$ cat src/rtl/act_skew_feeder.sv
// Activation skew feeder: staggers each input vector across N lanes so lane i
// reaches the systolic grid i advances later, then flushes zeros to drain the wavefront.
module act_skew_feeder #(
  parameter int N          = 4,
  parameter int DATA_WIDTH = 8
) (
  input  logic                    clk,
  input  logic                    reset,
  input  logic                    in_valid,
  output logic                    in_ready,
  input  logic [N*DATA_WIDTH-1:0] in_data,
  input  logic                    in_last,
  output logic [N*DATA_WIDTH-1:0] out_data,
  output logic                    out_valid,
  output logic                    busy,
  output logic                    done
);

  localparam int CW = (N > 1) ? $clog2(N) : 1;
  localparam logic [CW-1:0] LAST_CNT = CW'((N > 1) ? N - 2 : 0);

  typedef enum logic [1:0] {IDLE, STREAM, FLUSH} state_t;

  state_t                          state, state_nxt;
  logic [CW-1:0]                   cnt, cnt_nxt;
  logic                            done_nxt, accept, flush, adv;
  logic [N-1:0][DATA_WIDTH-1:0]    lane_out;

  assign in_ready = (state != FLUSH);
  assign busy     = (state != IDLE);
  assign flush    = (state == FLUSH);
  assign accept   = in_valid && in_ready;
  assign adv      = accept || flush;
  assign out_data = lane_out;

  always_ff @(posedge clk or negedge reset) begin
    if (!reset) begin
      state     <= IDLE;
      cnt       <= '0;
      out_valid <= 1'b0;
      done      <= 1'b0;
    end else begin
      state     <= state_nxt;
      cnt       <= cnt_nxt;
      out_valid <= adv;
      done      <= done_nxt;
    end
  end

  always_comb begin
    state_nxt = state;
    cnt_nxt   = cnt;
    done_nxt  = 1'b0;
    case (state)
      IDLE, STREAM: begin
        if (accept) begin
          if (!in_last) begin
            state_nxt = STREAM;
          end else if (N == 1) begin
            // Single lane has nothing to drain: the last beat is also the final one.
            state_nxt = IDLE;
            done_nxt  = 1'b1;
          end else begin
            state_nxt = FLUSH;
            cnt_nxt   = '0;
          end
        end
      end
      FLUSH: begin
        if (cnt == LAST_CNT) begin
          state_nxt = IDLE;
          cnt_nxt   = '0;
          done_nxt  = 1'b1;
        end else begin
          cnt_nxt = cnt + 1'b1;
        end
      end
      default: state_nxt = IDLE;
    endcase
  end

  // Zeros are injected while flushing so every delay line drains clean.
  for (genvar i = 0; i < N; i++) begin : g_lane
    logic [DATA_WIDTH-1:0] inj;
    assign inj = flush ? '0 : in_data[i*DATA_WIDTH +: DATA_WIDTH];
    act_skew_lane #(.DEPTH(i + 1), .DATA_WIDTH(DATA_WIDTH)) u_lane (
      .clk  (clk),
      .reset(reset),
      .adv  (adv),
      .din  (inj),
      .dout (lane_out[i])
    );
  end

endmodule

// Per-lane delay line: the last stage is the lane's output register, so it holds
// across bubbles while the earlier stages carry the pending skew.
module act_skew_lane #(
  parameter int DEPTH      = 1,
  parameter int DATA_WIDTH = 8
) (
  input  logic                  clk,
  input  logic                  reset,
  input  logic                  adv,
  input  logic [DATA_WIDTH-1:0] din,
  output logic [DATA_WIDTH-1:0] dout
);

  logic [DEPTH-1:0][DATA_WIDTH-1:0] sr;

  always_ff @(posedge clk or negedge reset) begin
    if (!reset) begin
      sr <= '0;
    end else if (adv) begin
      sr[0] <= din;
      for (int k = 1; k < DEPTH; k++) sr[k] <= sr[k-1];
    end
  end

  assign dout = sr[DEPTH-1];

endmodule

$ cat config.mk
export PLATFORM = sky130hd
export DESIGN_NAME = act_skew_feeder
export DESIGN_NICKNAME = d
export VERILOG_FILES = /design/src/rtl/act_skew_feeder.sv
export SDC_FILE = /design/constraint.sdc
export NUM_CORES = 1
export LEC_CHECK = 0
export CAP_MARGIN = 30
export CELL_PAD_IN_SITES_DETAIL_PLACEMENT = 0
export CELL_PAD_IN_SITES_GLOBAL_PLACEMENT = 2
export CORE_MARGIN = 2
export CORE_UTILIZATION = 25
export CTS_CLUSTER_SIZE = 14
export DETAILED_ROUTE_END_ITERATION = 8
export GPL_TIMING_DRIVEN = 0
export PLACE_DENSITY = 0.64
export SLEW_MARGIN = 5
export SYNTH_ARGS = -nofsm -noshare
export SYNTH_HDL_FRONTEND = slang
export SYNTH_SLANG_ARGS = --single-unit
$ cat constraint.sdc
create_clock -name clk -period 2.21 [get_ports clk]
set_input_delay 0.442 -clock clk [delete_from_list [all_inputs] [get_ports clk]]
set_output_delay 0.442 -clock clk [all_outputs]
set_load 0.05 [all_outputs]
# Word level (Yosys, flattened, before mapping)
# Cells that the tools add are included.
[word_totals]
register_bits = 86
[op_classes]
n_eq_ne = 7
add_sub_neg = 1
n_reduce_logical = 8
muxes = 14
[op_table]
columns = ["operator", "count"]
rows = [
  ["$mux 8", 4],
  ["$mux 2", 6],
  ["$pmux 2 s2", 2],
  ["$ne 2x2->1 const B", 3],
  ["$eq 2x2->1 const B", 2],
  ["$reduce_bool 2->1", 2],
  ["$reduce_and 3->1", 1],
  ["$add 2x1->2 const B", 1],
  ["$eq 2x1->1 const B", 1],
  ["$logic_not 2->1", 1],
  ["$mux 1", 2],
  ["$ne 2x1->1 const B", 1],
  ["$reduce_and 2->1", 1],
  ["$reduce_or 2->1", 1],
  ["$logic_and 1x1->1", 1],
  ["$logic_or 1x1->1", 1],
]

# Longest topological paths before layout
# Gate-level depths: netlist (run 1).
[depth]
ltp_word = 4
depth_mapped = 6
mapped_depth_nobuf = 3

# Cells and area by module
# Synthesis (run 1) repeated with hierarchy kept, for this count alone.
[unflattened]
hier_cells = 252
hier_area_um2 = 4028.9
[by_module_without_submodules]
columns = ["mod", "seq_area_each_um2", "cells_each", "instances", "area_per_inst_um2"]
rows = [
  ["act_skew_lane at g_lane[3].u_lane", 800.8, 76, 1, 1405.1],
  ["act_skew_lane at g_lane[2].u_lane", 600.6, 59, 1, 1057.3],
  ["act_skew_lane at g_lane[1].u_lane", 400.4, 42, 1, 709.4],
  ["act_skew_feeder", 150.1, 58, 1, 525.5],
  ["act_skew_lane at g_lane[0].u_lane", 200.2, 17, 1, 331.6],
]

# Least setup slack after synthesis (run 1)
# OpenSTA, ideal clock, no wires.
[synth_timing]
path_type = "reg-to-reg"
startpoint = "register state[1]"
endpoint = "register g_lane[2].u_lane.sr (netlist bit g_lane[2].u_lane.dout[0])"
required_time_ps = 2085
period_less_slack_ps = 1562
setup_slack_ps = 648
stages_incl_launch_ff = 7
arrival_ps = 1437
n_path_buf = 3
setup_time_ps = 125
path_cell_list = "dfrtp_1 nor2b_1 buf_4 nor2_2 buf_6 buf_6 mux2_4"
[synth_between]
elab_chain_len = 3
elab_cells_between_ends = 4
classes_between = "eq/ne (2); reduce/logical (2)"
[synth_lines]
columns = ["item", "line", "rtl"]
rows = [
  ["from (decl)", "24", "state_t state, state_nxt;"],
  ["from (signal assigned)", "43", "state <= state_nxt;"],
  ["$ne 2x2->1", "29", "assign in_ready = (state != FLUSH);"],
  ["$logic_and 1x1->1", "32", "assign accept = in_valid && in_ready;"],
  ["$logic_or 1x1->1 (*)", "33", "assign adv = accept || flush;"],
  ["to (decl)", "110", "logic [DEPTH-1:0][DATA_WIDTH-1:0] sr;"],
]
# Mark *: on every way between the ends. The rest lies on a longest branch, timed or not.
# A chain may end at the register's enable or synchronous reset.

# Worst setup path in the final report (run 1)
[layout_timing]
startpoint = "register g_lane[2].u_lane.sr (netlist bit g_lane[2].u_lane.dout[4])"
endpoint = "output port out_data[20]"
[layout_lines]
columns = ["item", "line", "rtl"]
rows = [
  ["to (decl)", "13", "output logic [N*DATA_WIDTH-1:0] out_data,"],
]
# No word-level cell between the ends.

==> summary.log, run 1 <==
[sta] Final Slew Violations 0
[setup_path] type of origin of the critical path register
[setup_path] crit-path max FO 2
[sta] highest achievable clock rate 491 MHz
[synthesis] most used standard cell by instance count after synthesis sky130_fd_sc_hd__dfrtp_1
[grt] maximum number of pins on one net before global-route repair 45
[placed_design] instance count after placement with tap cells included 506
[grt] global-route total usage across every layer 0.105
[sta] worst rel slew slack 0.607
[sta] ratio of final minimum period to clock period 0.922
[floorplanning] I/O pin count 72
[clocking] insertion delay to the later sink of the worst-skew pair 0.33 ns
[sta] total negative slack for setup checks 0 ns
[placed_design] number of input and output port buffers inserted 70
[sta] final worst slack 0.173 ns
[grt] wire length of the first global-routing pass 11.9 mm
[setup_path] Register-to-Register Setup Slack 0.43 ns
[clocking] TritonCTS clock tree done
[sta] worst slack on hold paths 0.104 ns
[synthesis] post-synthesis cell count 255
[final_layout] number of cells in the finished layout apart from fillers 522
[floorplanning] die footprint 0.0151 mm²
[power_and_ir_drop] power density of the placed cells 1490 mW/mm²
[sta] final setup fails 0
[sta] Hold Fails Final Rpt 0
[worst_hold_path] Hold WC Path Type in2async
[final_layout] fin nets 373
[setup_path] count of buffering cells on the critical path with inverters included 2
[setup_path] start of the worst register-to-register path state[1]$_DFFE_PN0P_
[setup_path] master of the slowest instance on the critical path sky130_fd_sc_hd__clkdlybuf4s50_1
[grt] vias in the first global route 2268
[sta] Fin Clk Skew 0.00571 ns
[setup_path] required time worst endpoint 1.77 ns
[power_and_ir_drop] leakage power summed over all cells 2.21 nW
[synthesis] library cell with the largest summed area after synthesis sky130_fd_sc_hd__dfrtp_1
[drt] final routed DRC violation total 0
[floorplanning] starting density of the core 0.255
[setup_path] sort of element at the end of the critical path output pin
[sta] shortest clock period the worst path allows after layout 2.04 ns
[synthesis] net count after synthesis 291
[synthesis] share of the yosys chip area belonging to registers 0.611
[placed_design] worst setup slack after placement 0.114 ns
[run] Maximum Capacitance Violations 0
[synthesis] post-synthesis area per instance 13.8 µm²
[grt] initial antenna violation count 0
[setup_path] Arrival @ worst endpoint 1.60 ns
[setup_path] CP peak stage delay 0.78 ns
[setup_path] type of the setup path with the least slack reg2out
[floorplanning] Core Region 0.0138 mm²
[outcome] result of the run finished clean
[placed_design] area after detailed placement 0.00448 mm²
[clocking] level count of the clock H-tree 3
[floorplanning] Die Height 123 µm
[placed_design] Detailed Place HPWL 4.76 mm
[power_and_ir_drop] total power 7.11 mW
[drt] DRT Pass-1 Iters 4
[clocking] clock transition at the registers of the reported paths 0.07 ns
[drt] final routed wirelength across all metal layers 7.12 mm
[sta] RSZ-0062 raised after global routing false
[synthesis] Warnings, synthesis 0
[clocking] clock tree root driver cell sky130_fd_sc_hd__clkbuf_16
[grt] final global-route overflow total 0
[synthesis] synthesis-stage register bit count 86
[final_layout] Non-Filler Cell Area, Final 0.00476 mm²
[power_and_ir_drop] worst IR drop on VDD 0.568 mV
[setup_path] kind of cell adding the most delay to the critical path buffers and inverters
[final_layout] synthesis-to-finish area growth 35.1%
[synthesis] most common flop cell mapped by yosys sky130_fd_sc_hd__dfrtp_1
[final_layout] n_diodes 0
[synthesis] number of flops mapped to enable cells by yosys 0
[setup_path] FF-to-FF path depth 6
[synthesis] netlist area before placement 0.00352 mm²
[placed_design] final estimated routing congestion in global placement 0.686
[floorplanning] number of rows in the core area 43
[final_layout] fillers 1399
[final_layout] share of cells above drive strength 1 0.301
[synthesis] post-synth cell types 20
[setup_path] critical path, cell by cell buf_4 > clkdlybuf4s50_1
[synthesis] Yosys top cell area share 0.611
[drt] Detail Route Antenna Nets 0
[drt] drt wl/cell 13.6 µm
[drt] per-cell via count in the routed design 3.98
[clocking] hold buffer count at cts 0
[clocking] worst-case clock buffer depth 2
[drt] total via count in the routed design 2077
[final_layout] final core utilization 0.344
[setup_path] RR Endpoint g_lane[2].u_lane.dout[1]$_DFFE_PN0P_
[synthesis] most numerous cell types in the synthesized netlist 86 x sky130_fd_sc_hd__dfrtp_1, 39 x sky130_fd_sc_hd__mux2_2, 34 x sky130_fd_sc_hd__nor2_1
[drt] 1st-iter DRT viols 115
[synthesis] most area-consuming cells after synthesis sky130_fd_sc_hd__dfrtp_1 61%, sky130_fd_sc_hd__mux2_2 12%, sky130_fd_sc_hd__mux2i_1 9.1%
[floorplanning] die outline width 123 µm
[clocking] clock buffer count from CTS 9
[clocking] Num Clock Sinks 86
[sta] slew at the pin closest to its max-slew limit 0.589 ns
[synthesis] async set-or-reset flop fraction in the synthesized netlist 1.00
==> state kept, by name, summed over array words and instances, names as in the netlist <==
name                flops
g_lane.u_lane.dout     32
out_valid               1
cnt                     2
done                    1
g_lane.u_lane.sr       48
state                   2
==> power by group <==
part / internal (mW) / switching [mW]
Clock: 0.810 / 0.654
Sequential: 2.24 / 0.362
Combinational: 1.39 / 1.66
==> cells by family after synthesis <==
group,Yosys count,synth area share
and+or+nand+nor,44,0.0511
buffers and inverters,39,0.0749
AOI/OAI and AO/OA,6,0.00958
DFF,86,0.611
muxes,80,0.254
==> timing repair <==
item | CTS | global route
cloned | 0 | 0
endpoints found under the setup margin | 2 | 1
gates resized for setup | 2 | 2
setup buffers | 0 | 0
==> layer usage <==
metal | vias up | part of all wire | track usage | wire length, µm
met1 | 1026 | 0.46 | 0.137 | 3250
li1 | 996 | - | - | -
met2 | 47 | 0.48 | 0.161 | 3420
met5 | - | 0 | 0 | 0
met3 | 8 | 0.050 | 0.0358 | 355
met4 | 0 | 0.014 | 0.0366 | 102
==> placed cells by master (no fill, tap or decap), drive strengths merged <==
cell / count
a21oi: 2
clkbuf: 14
clkinvlp: 2
and2: 1
nand2: 4
nor2: 35
or2: 1
nor2b: 2
a31oi: 2
mux2i: 32
dlygate4sd2: 1
o22ai: 1
clkinv: 1
buf: 36
inv: 5
mux2: 48
dfrtp: 86
or3: 1
o21ai: 1
clkdlybuf4s50: 67
==> final cells by class <==
type | count | area [µm²] | area share
flip-flops and latches | 86 | 2150 | 0.452
multi-input cells | 130 | 1110 | 0.233
repair buffers | 71 | 719 | 0.151
plain buffers | 37 | 256 | 0.0539
clock buffers | 10 | 239 | 0.0502
well taps | 180 | 225 | 0.0473
clock inverters | 6 | 52.6 | 0.0110
inverters | 2 | 7.51 | 0.00158
==> worst max path at each step <==
stage / end / from / cells past startpoint / slack, ns
after floorplan: g_lane[2].u_lane.dout[0]$_DFFE_PN0P_ / state[1]$_DFFE_PN0P_ / 6 / 0.65
after global placement: done$_DFF_PN0_ / reset / 1 / -2.63
after global routing: out_data[13] / g_lane[1].u_lane.dout[5]$_DFFE_PN0P_ / 2 / 0.11
after CTS: in_ready / state[1]$_DFFE_PN0P_ / 4 / 0.01
final: out_data[20] / g_lane[2].u_lane.dout[4]$_DFFE_PN0P_ / 2 / 0.17
after detailed placement: in_ready / state[1]$_DFFE_PN0P_ / 4 / 0.11
(Power assumes the default switching activity.)
==> run 2, diff against run 1 <==
- CORE_MARGIN: 2 -> default
==> run 2 against run 1 <==
Net effect: first-iteration DRC count fell by 38%; final cell count unchanged; die area shrank 3.2%; sequential share of layout area up 0.095 points; clock skew down 0.00081 ns; sequential cell count did not move; combinational power is essentially flat; via count grew 0.34%; core utilization down 0.072 points; clock-buffer cell count grew 6; total power is 0.67% lower; clock power about the same; critical endpoint unchanged; largest cell class unchanged.
==> summary.log, run 2 (same netlist as run 1, synthesis figures left out) <==
[final_layout] most common cell after layout, fill and taps aside sky130_fd_sc_hd__dfrtp_1
[sta] highest achievable clock rate 493 MHz [+0.38%]
[sta] Fin Clk Skew 0.00490 ns [-0.000809 ns]
[floorplanning] die outline width 121 µm [-1.6%]
[drt] final routed DRC violation total 0 [unchanged]
[placed_design] final estimated routing congestion in global placement 0.675 [-1.6%]
[sta] shortest clock period the worst path allows after layout 2.03 ns [-0.00771 ns]
[grt] initial antenna violation count 0 [unchanged]
[sta] Final Slew Violations 0 [unchanged]
[final_layout] max reg flops 48 [unchanged]
[floorplanning] Die Height 121 µm [-1.6%]
[grt] vias in the first global route 2206 [-2.7%]
[power_and_ir_drop] power density of the placed cells 1490 mW/mm² [-0.46%]
[clocking] worst-case clock buffer depth 2 [unchanged]
[final_layout] n_diodes 0 [unchanged]
[final_layout] largest register by flop count g_lane.u_lane.sr
[setup_path] critical path, cell by cell buf_4 > clkdlybuf4s50_1
[sta] ratio of final minimum period to clock period 0.918 [-0.00349]
[clocking] clock tree root driver cell sky130_fd_sc_hd__clkbuf_16
[final_layout] fillers 1384 [-1.1%]
[outcome] result of the run finished clean
[clocking] Num Clock Sinks 86 [unchanged]
[clocking] clock transition at the registers of the reported paths 0.06 ns [about the same]
[sta] final setup fails 0 [unchanged]
[placed_design] number of input and output port buffers inserted 70 [unchanged]
[final_layout] fin nets 373 [unchanged]
[power_and_ir_drop] total power 7.07 mW [-0.67%]
[sta] Hold Fails Final Rpt 0 [unchanged]
[setup_path] sort of element at the end of the critical path output pin
[placed_design] instance count after placement with tap cells included 506 [unchanged]
[drt] DRT Pass-1 Iters 2 [-2]
[clocking] insertion delay to the later sink of the worst-skew pair 0.34 ns [about the same]
[placed_design] worst setup slack after placement 0.110 ns [-0.00391 ns]
[sta] slew at the pin closest to its max-slew limit 0.535 ns [-0.0545 ns]
[drt] total via count in the routed design 2084 [+0.34%]
[drt] per-cell via count in the routed design 3.99 [+0.34%]
[clocking] clock buffer count from CTS 9 [unchanged]
[run] Maximum Capacitance Violations 0 [unchanged]
[grt] final global-route overflow total 0 [unchanged]
[grt] global-route total usage across every layer 0.107 [+0.00189]
[power_and_ir_drop] leakage power summed over all cells 2.21 nW [about the same]
[floorplanning] die footprint 0.0146 mm² [-3.2%]
[floorplanning] Core Region 0.0138 mm² [unchanged]
[floorplanning] I/O pin count 72 [unchanged]
[sta] RSZ-0062 raised after global routing false
[drt] Detail Route Antenna Nets 0 [unchanged]
[setup_path] required time worst endpoint 1.77 ns [about the same]
[final_layout] share of cells above drive strength 1 0.289 [-0.0117]
[drt] final routed wirelength across all metal layers 6.97 mm [-2.2%]
[sta] worst rel slew slack 0.643 [+0.0363]
[final_layout] synthesis-to-finish area growth 34.8%
[grt] wire length of the first global-routing pass 11.5 mm [-3.3%]
[grt] maximum number of pins on one net before global-route repair 50 [+11%]
[final_layout] commonest non-fill, non-tap cells in the layout 86 x sky130_fd_sc_hd__dfrtp_1, 67 x sky130_fd_sc_hd__clkdlybuf4s50_1, 39 x sky130_fd_sc_hd__mux2_2, 34 x sky130_fd_sc_hd__nor2_1, 32 x sky130_fd_sc_hd__mux2i_1
[setup_path] type of origin of the critical path register
[floorplanning] number of rows in the core area 43 [unchanged]
[setup_path] CP peak stage delay 0.79 ns [about the same]
[drt] drt wl/cell 13.3 µm [-2.2%]
[setup_path] type of the setup path with the least slack reg2out
[clocking] level count of the clock H-tree 3 [unchanged]
[clocking] hold buffer count at cts 0 [unchanged]
[worst_hold_path] Hold WC Path Type in2async
[drt] 1st-iter DRT viols 71 [-38%]
[sta] final worst slack 0.180 ns [+0.00771 ns]
[placed_design] Detailed Place HPWL 4.61 mm [-3.2%]
[setup_path] master of the slowest instance on the critical path sky130_fd_sc_hd__clkdlybuf4s50_1
[setup_path] crit-path max FO 2 [unchanged]
[power_and_ir_drop] worst IR drop on VDD 0.569 mV [+0.18%]
[floorplanning] starting density of the core 0.255 [unchanged]
[setup_path] Arrival @ worst endpoint 1.59 ns [about the same]
[clocking] TritonCTS clock tree done
[final_layout] number of cells in the finished layout apart from fillers 522 [unchanged]
[run 2: changes by cell type in the layout (fill, tap and decap cells not counted), sizes merged]
cell	change
clkbuf	+6
clkinv	-1
clkinvlp	-2
inv	-3
[run 2: layout make-up]
class,count,area [µm²],area share
repair buffers,71,719,0.151
well taps,180,225,0.0474
plain buffers,37,256,0.0540
clock buffers,16,282,0.0593
flip-flops and latches,86,2150,0.453
inverters,2,7.51,0.00158
multi-input cells,130,1110,0.233
[run 2: worst paths after layout]
| check | from | to | slack [ns] | cells after the start |
|---|---|---|---|---|
| min in group clk | g_lane[3].u_lane.sr[14]$_DFFE_PN0P_ | g_lane[3].u_lane.sr[22]$_DFFE_PN0P_ | 0.50 | 1 |
| max reg2reg | state[1]$_DFFE_PN0P_ | g_lane[3].u_lane.dout[6]$_DFFE_PN0P_ | 0.45 | 6 |
| min reg2reg | g_lane[3].u_lane.sr[14]$_DFFE_PN0P_ | g_lane[3].u_lane.sr[22]$_DFFE_PN0P_ | 0.50 | 1 |
| max | g_lane[2].u_lane.dout[4]$_DFFE_PN0P_ | out_data[20] | 0.18 | 2 |
| min | reset | out_valid$_DFF_PN0_ | 0.08 | 1 |
| max in group asynchronous | reset | g_lane[0].u_lane.dout[6]$_DFFE_PN0P_ | 1.50 | 2 |
[run 2: what timing repair did]
item                       4_1_cts  5_1_grt
resized for setup                2        2
cloned                           0        0
setup endpoints to repair        2        1
setup buffers                    0        0
[run 2: routing by layer]
layer | wire length [µm] | vias to the layer above | share of wire | global-route usage
li1 | - | 1001 | - | -
met1 | 3280 | 1022 | 0.47 | 0.140
met2 | 3210 | 50 | 0.46 | 0.157
met3 | 343 | 11 | 0.049 | 0.0311
met4 | 142 | 0 | 0.020 | 0.0602
met5 | 0 | - | 0 | 0
[run 2: metrics by stage]
step / utilization / area, µm² / hold WS, ns / TNS (ns)
2_1_floorplan: - / 3520 / 0.146 / 0
3_3_place_gp: 0.322 / 4450 / 0.484 / -221.08
3_5_place_dp: 0.324 / 4480 / 0.457 / 0
4_1_cts: 0.344 / 4750 / 0.0884 / 0
5_1_grt: 0.344 / 4750 / 0.111 / 0
6_report: 0.344 / 4750 / 0.0811 / 0
[run 2: worst max-delay path, delay by kind of cell, from the launching register on]
family	cells	cell delay [ns]
DFF	1	0.35
buffers and inverters	2	0.90
[run 2: where the power goes]
group | internal (mW) | leakage (nW) | switching [mW]
Clock | 0.856 | 0.137 | 0.573
Sequential | 2.24 | 1.07 | 0.345
Combinational | 1.39 | 1.00 | 1.66
==> run 3, diff against run 2 <==
- CORE_MARGIN: default -> 3
==> run 3 against run 2 <==
Net effect: worst hold slack lost 0.068 ns; critical path depth is the same; die area grew 6.7%; sequential power is essentially flat; global-route usage shrank 0.70 points; combinational power is essentially flat; setup slack lost 0.012 ns; clock skew is essentially flat; total power shrank 0.67%; non-clock buffer count is the same; clock-buffer cell count shrank 5; routed wire length grew 2.0%; critical path type unchanged.
==> summary.log, run 3 (same netlist as run 1, synthesis figures left out) <==
[outcome] result of the run finished clean
[grt] global-route total usage across every layer 0.0997 [-0.00701]
[final_layout] share of cells above drive strength 1 0.295 [+0.00585]
[setup_path] start of the worst register-to-register path state[1]$_DFFE_PN0P_
[grt] final global-route overflow total 0 [unchanged]
[sta] Fin Clk Skew 0.00494 ns [+0.0000435 ns]
[run] Maximum Capacitance Violations 0 [unchanged]
[placed_design] final estimated routing congestion in global placement 0.647 [-4.2%]
[drt] total via count in the routed design 2085 [+0.048%]
[drt] final routed DRC violation total 0 [unchanged]
[power_and_ir_drop] power density of the placed cells 1480 mW/mm² [-0.30%]
[clocking] level count of the clock H-tree 3 [unchanged]
[worst_hold_path] Hold WC Path Type in2async
[setup_path] end of the critical path out_data[16]
[setup_path] CP startpoint g_lane[2].u_lane.dout[0]$_DFFE_PN0P_
[drt] final routed wirelength across all metal layers 7.11 mm [+2.0%]
[sta] RSZ-0062 raised after global routing false
[final_layout] n_diodes 0 [unchanged]
[sta] Final Slew Violations 0 [unchanged]
[clocking] TritonCTS clock tree done
[drt] 1st-iter DRT viols 83 [+17%]
[final_layout] final core utilization 0.350 [+0.00688]
[final_layout] Non-Filler Cell Area, Final 0.00473 mm² [-0.37%]
[final_layout] commonest non-fill, non-tap cells in the layout 86 x sky130_fd_sc_hd__dfrtp_1, 67 x sky130_fd_sc_hd__clkdlybuf4s50_1, 39 x sky130_fd_sc_hd__mux2_2, 34 x sky130_fd_sc_hd__nor2_1, 32 x sky130_fd_sc_hd__mux2i_1
[setup_path] type of the setup path with the least slack reg2out
[drt] drt wl/cell 13.7 µm [+2.8%]
[clocking] post-CTS setup buffer count 0 [unchanged]
[floorplanning] I/O pin count 72 [unchanged]
[sta] worst rel slew slack 0.606 [-0.0374]
[power_and_ir_drop] worst IR drop on VDD 0.896 mV [+58%]
[drt] DRT Pass-1 Iters 4 [+2]
[sta] ratio of final minimum period to clock period 0.924 [+0.00530]
[floorplanning] number of rows in the core area 42 [-2.3%]
[final_layout] max reg flops 48 [unchanged]
[setup_path] required time worst endpoint 1.77 ns [about the same]
[final_layout] largest register by flop count g_lane.u_lane.sr
[floorplanning] Die Height 125 µm [+3.3%]
[final_layout] number of cells in the finished layout apart from fillers 518 [-0.77%]
[floorplanning] starting density of the core 0.261 [+0.00607]
[final_layout] fin nets 373 [unchanged]
[grt] maximum number of pins on one net before global-route repair 62 [+24%]
[clocking] worst-case clock buffer depth 2 [unchanged]
[placed_design] instance count after placement with tap cells included 502 [-0.79%]
[grt] wire length of the first global-routing pass 11.9 mm [+4.2%]
[placed_design] number of input and output port buffers inserted 70 [unchanged]
[placed_design] area after detailed placement 0.00447 mm² [-0.11%]
[setup_path] Register-to-Register Setup Slack 0.45 ns [about the same]
[sta] worst slack on hold paths 0.0127 ns [-0.0684 ns]
[setup_path] sort of element at the end of the critical path output pin
[clocking] PostCTS Resize Cnt 3 [+1]
[clocking] clock buffer count from CTS 9 [unchanged]
[setup_path] type of origin of the critical path register
[grt] initial antenna violation count 0 [unchanged]
[grt] vias in the first global route 2261 [+2.5%]
[setup_path] FF-to-FF path depth 6 [unchanged]
[sta] Hold Fails Final Rpt 0 [unchanged]
[power_and_ir_drop] leakage power summed over all cells 2.19 nW [-0.70%]
[sta] shortest clock period the worst path allows after layout 2.04 ns [+0.0117 ns]
[placed_design] Detailed Place HPWL 4.76 mm [+3.3%]
[drt] Detail Route Antenna Nets 0 [unchanged]
[sta] total negative slack for setup checks 0 ns [unchanged]
[sta] slew at the pin closest to its max-slew limit 0.591 ns [+0.0562 ns]
[floorplanning] die outline width 125 µm [+3.3%]
[drt] per-cell via count in the routed design 4.03 [+0.82%]
[final_layout] synthesis-to-finish area growth 34.3%
[setup_path] RR Endpoint g_lane[2].u_lane.dout[1]$_DFFE_PN0P_
[setup_path] crit-path max FO 2 [unchanged]
[setup_path] Arrival @ worst endpoint 1.60 ns [about the same]
[clocking] clock tree root driver cell sky130_fd_sc_hd__clkbuf_16
[sta] final setup fails 0 [unchanged]
[floorplanning] Core Region 0.0135 mm² [-2.3%]
[floorplanning] die footprint 0.0156 mm² [+6.7%]
[clocking] hold buffer count at cts 0 [unchanged]
[clocking] clock transition at the registers of the reported paths 0.06 ns [about the same]
[clocking] insertion delay to the later sink of the worst-skew pair 0.33 ns [about the same]
[sta] highest achievable clock rate 490 MHz [-0.57%]
[clocking] Num Clock Sinks 86 [unchanged]
[final_layout] most common cell after layout, fill and taps aside sky130_fd_sc_hd__dfrtp_1
## run 3: worst min-delay path by stage
stage / startpoint / to / depth (start not counted)
floorplan: reset / cnt[0]$_DFFE_PN0P_ / 0
finish: reset / out_valid$_DFF_PN0_ / 1
CTS: reset / out_valid$_DFF_PN0_ / 1
detailed placement: reset / out_valid$_DFF_PN0_ / 1
global placement: g_lane[3].u_lane.sr[11]$_DFFE_PN0P_ / g_lane[3].u_lane.sr[19]$_DFFE_PN0P_ / 1
global route: reset / out_valid$_DFF_PN0_ / 1
## run 3: power breakdown
part           switching, mW  leakage (nW)  internal (mW)  total [mW]
combinational           1.66          1.00           1.39        3.05
clock                  0.610         0.122          0.762        1.37
sequential             0.358          1.07           2.24        2.60
total                   2.62          2.19           4.39        7.02
## run 3: metal layers
| layer | global-route usage | share of wire | up-vias |
|---|---|---|---|
| li1 | - | - | 993 |
| met1 | 0.127 | 0.45 | 1028 |
| met3 | 0.0476 | 0.072 | 8 |
| met4 | 0.0290 | 0.012 | 0 |
| met5 | 0 | 0 | - |
| met2 | 0.151 | 0.46 | 56 |
## run 3: area by class of cell
cell class,instances,area (µm²)
multi-input combinational,130,1110
sequential,86,2150
tap,176,220
timing repair buffer,71,719
clock inverter,5,36.3
clock buffer,11,233
buffer,37,256
inverter,2,7.51
fill,1345,8770
## run 3: metrics by stage
stage / total power, mW / setup WS (ns)
CTS: 7.17 / 0.0247
floorplan: 4.80 / 0.648
finish: 7.02 / 0.169
detailed placement: 5.75 / 0.107
global placement: 5.69 / -2.64
global route: 7.47 / 0.102
## run 3: worst max-delay path, cell delays in order (launching register included)
cell	delay, ns
sky130_fd_sc_hd__dfrtp_1	0.37
sky130_fd_sc_hd__buf_4	0.11
sky130_fd_sc_hd__clkdlybuf4s50_1	0.79
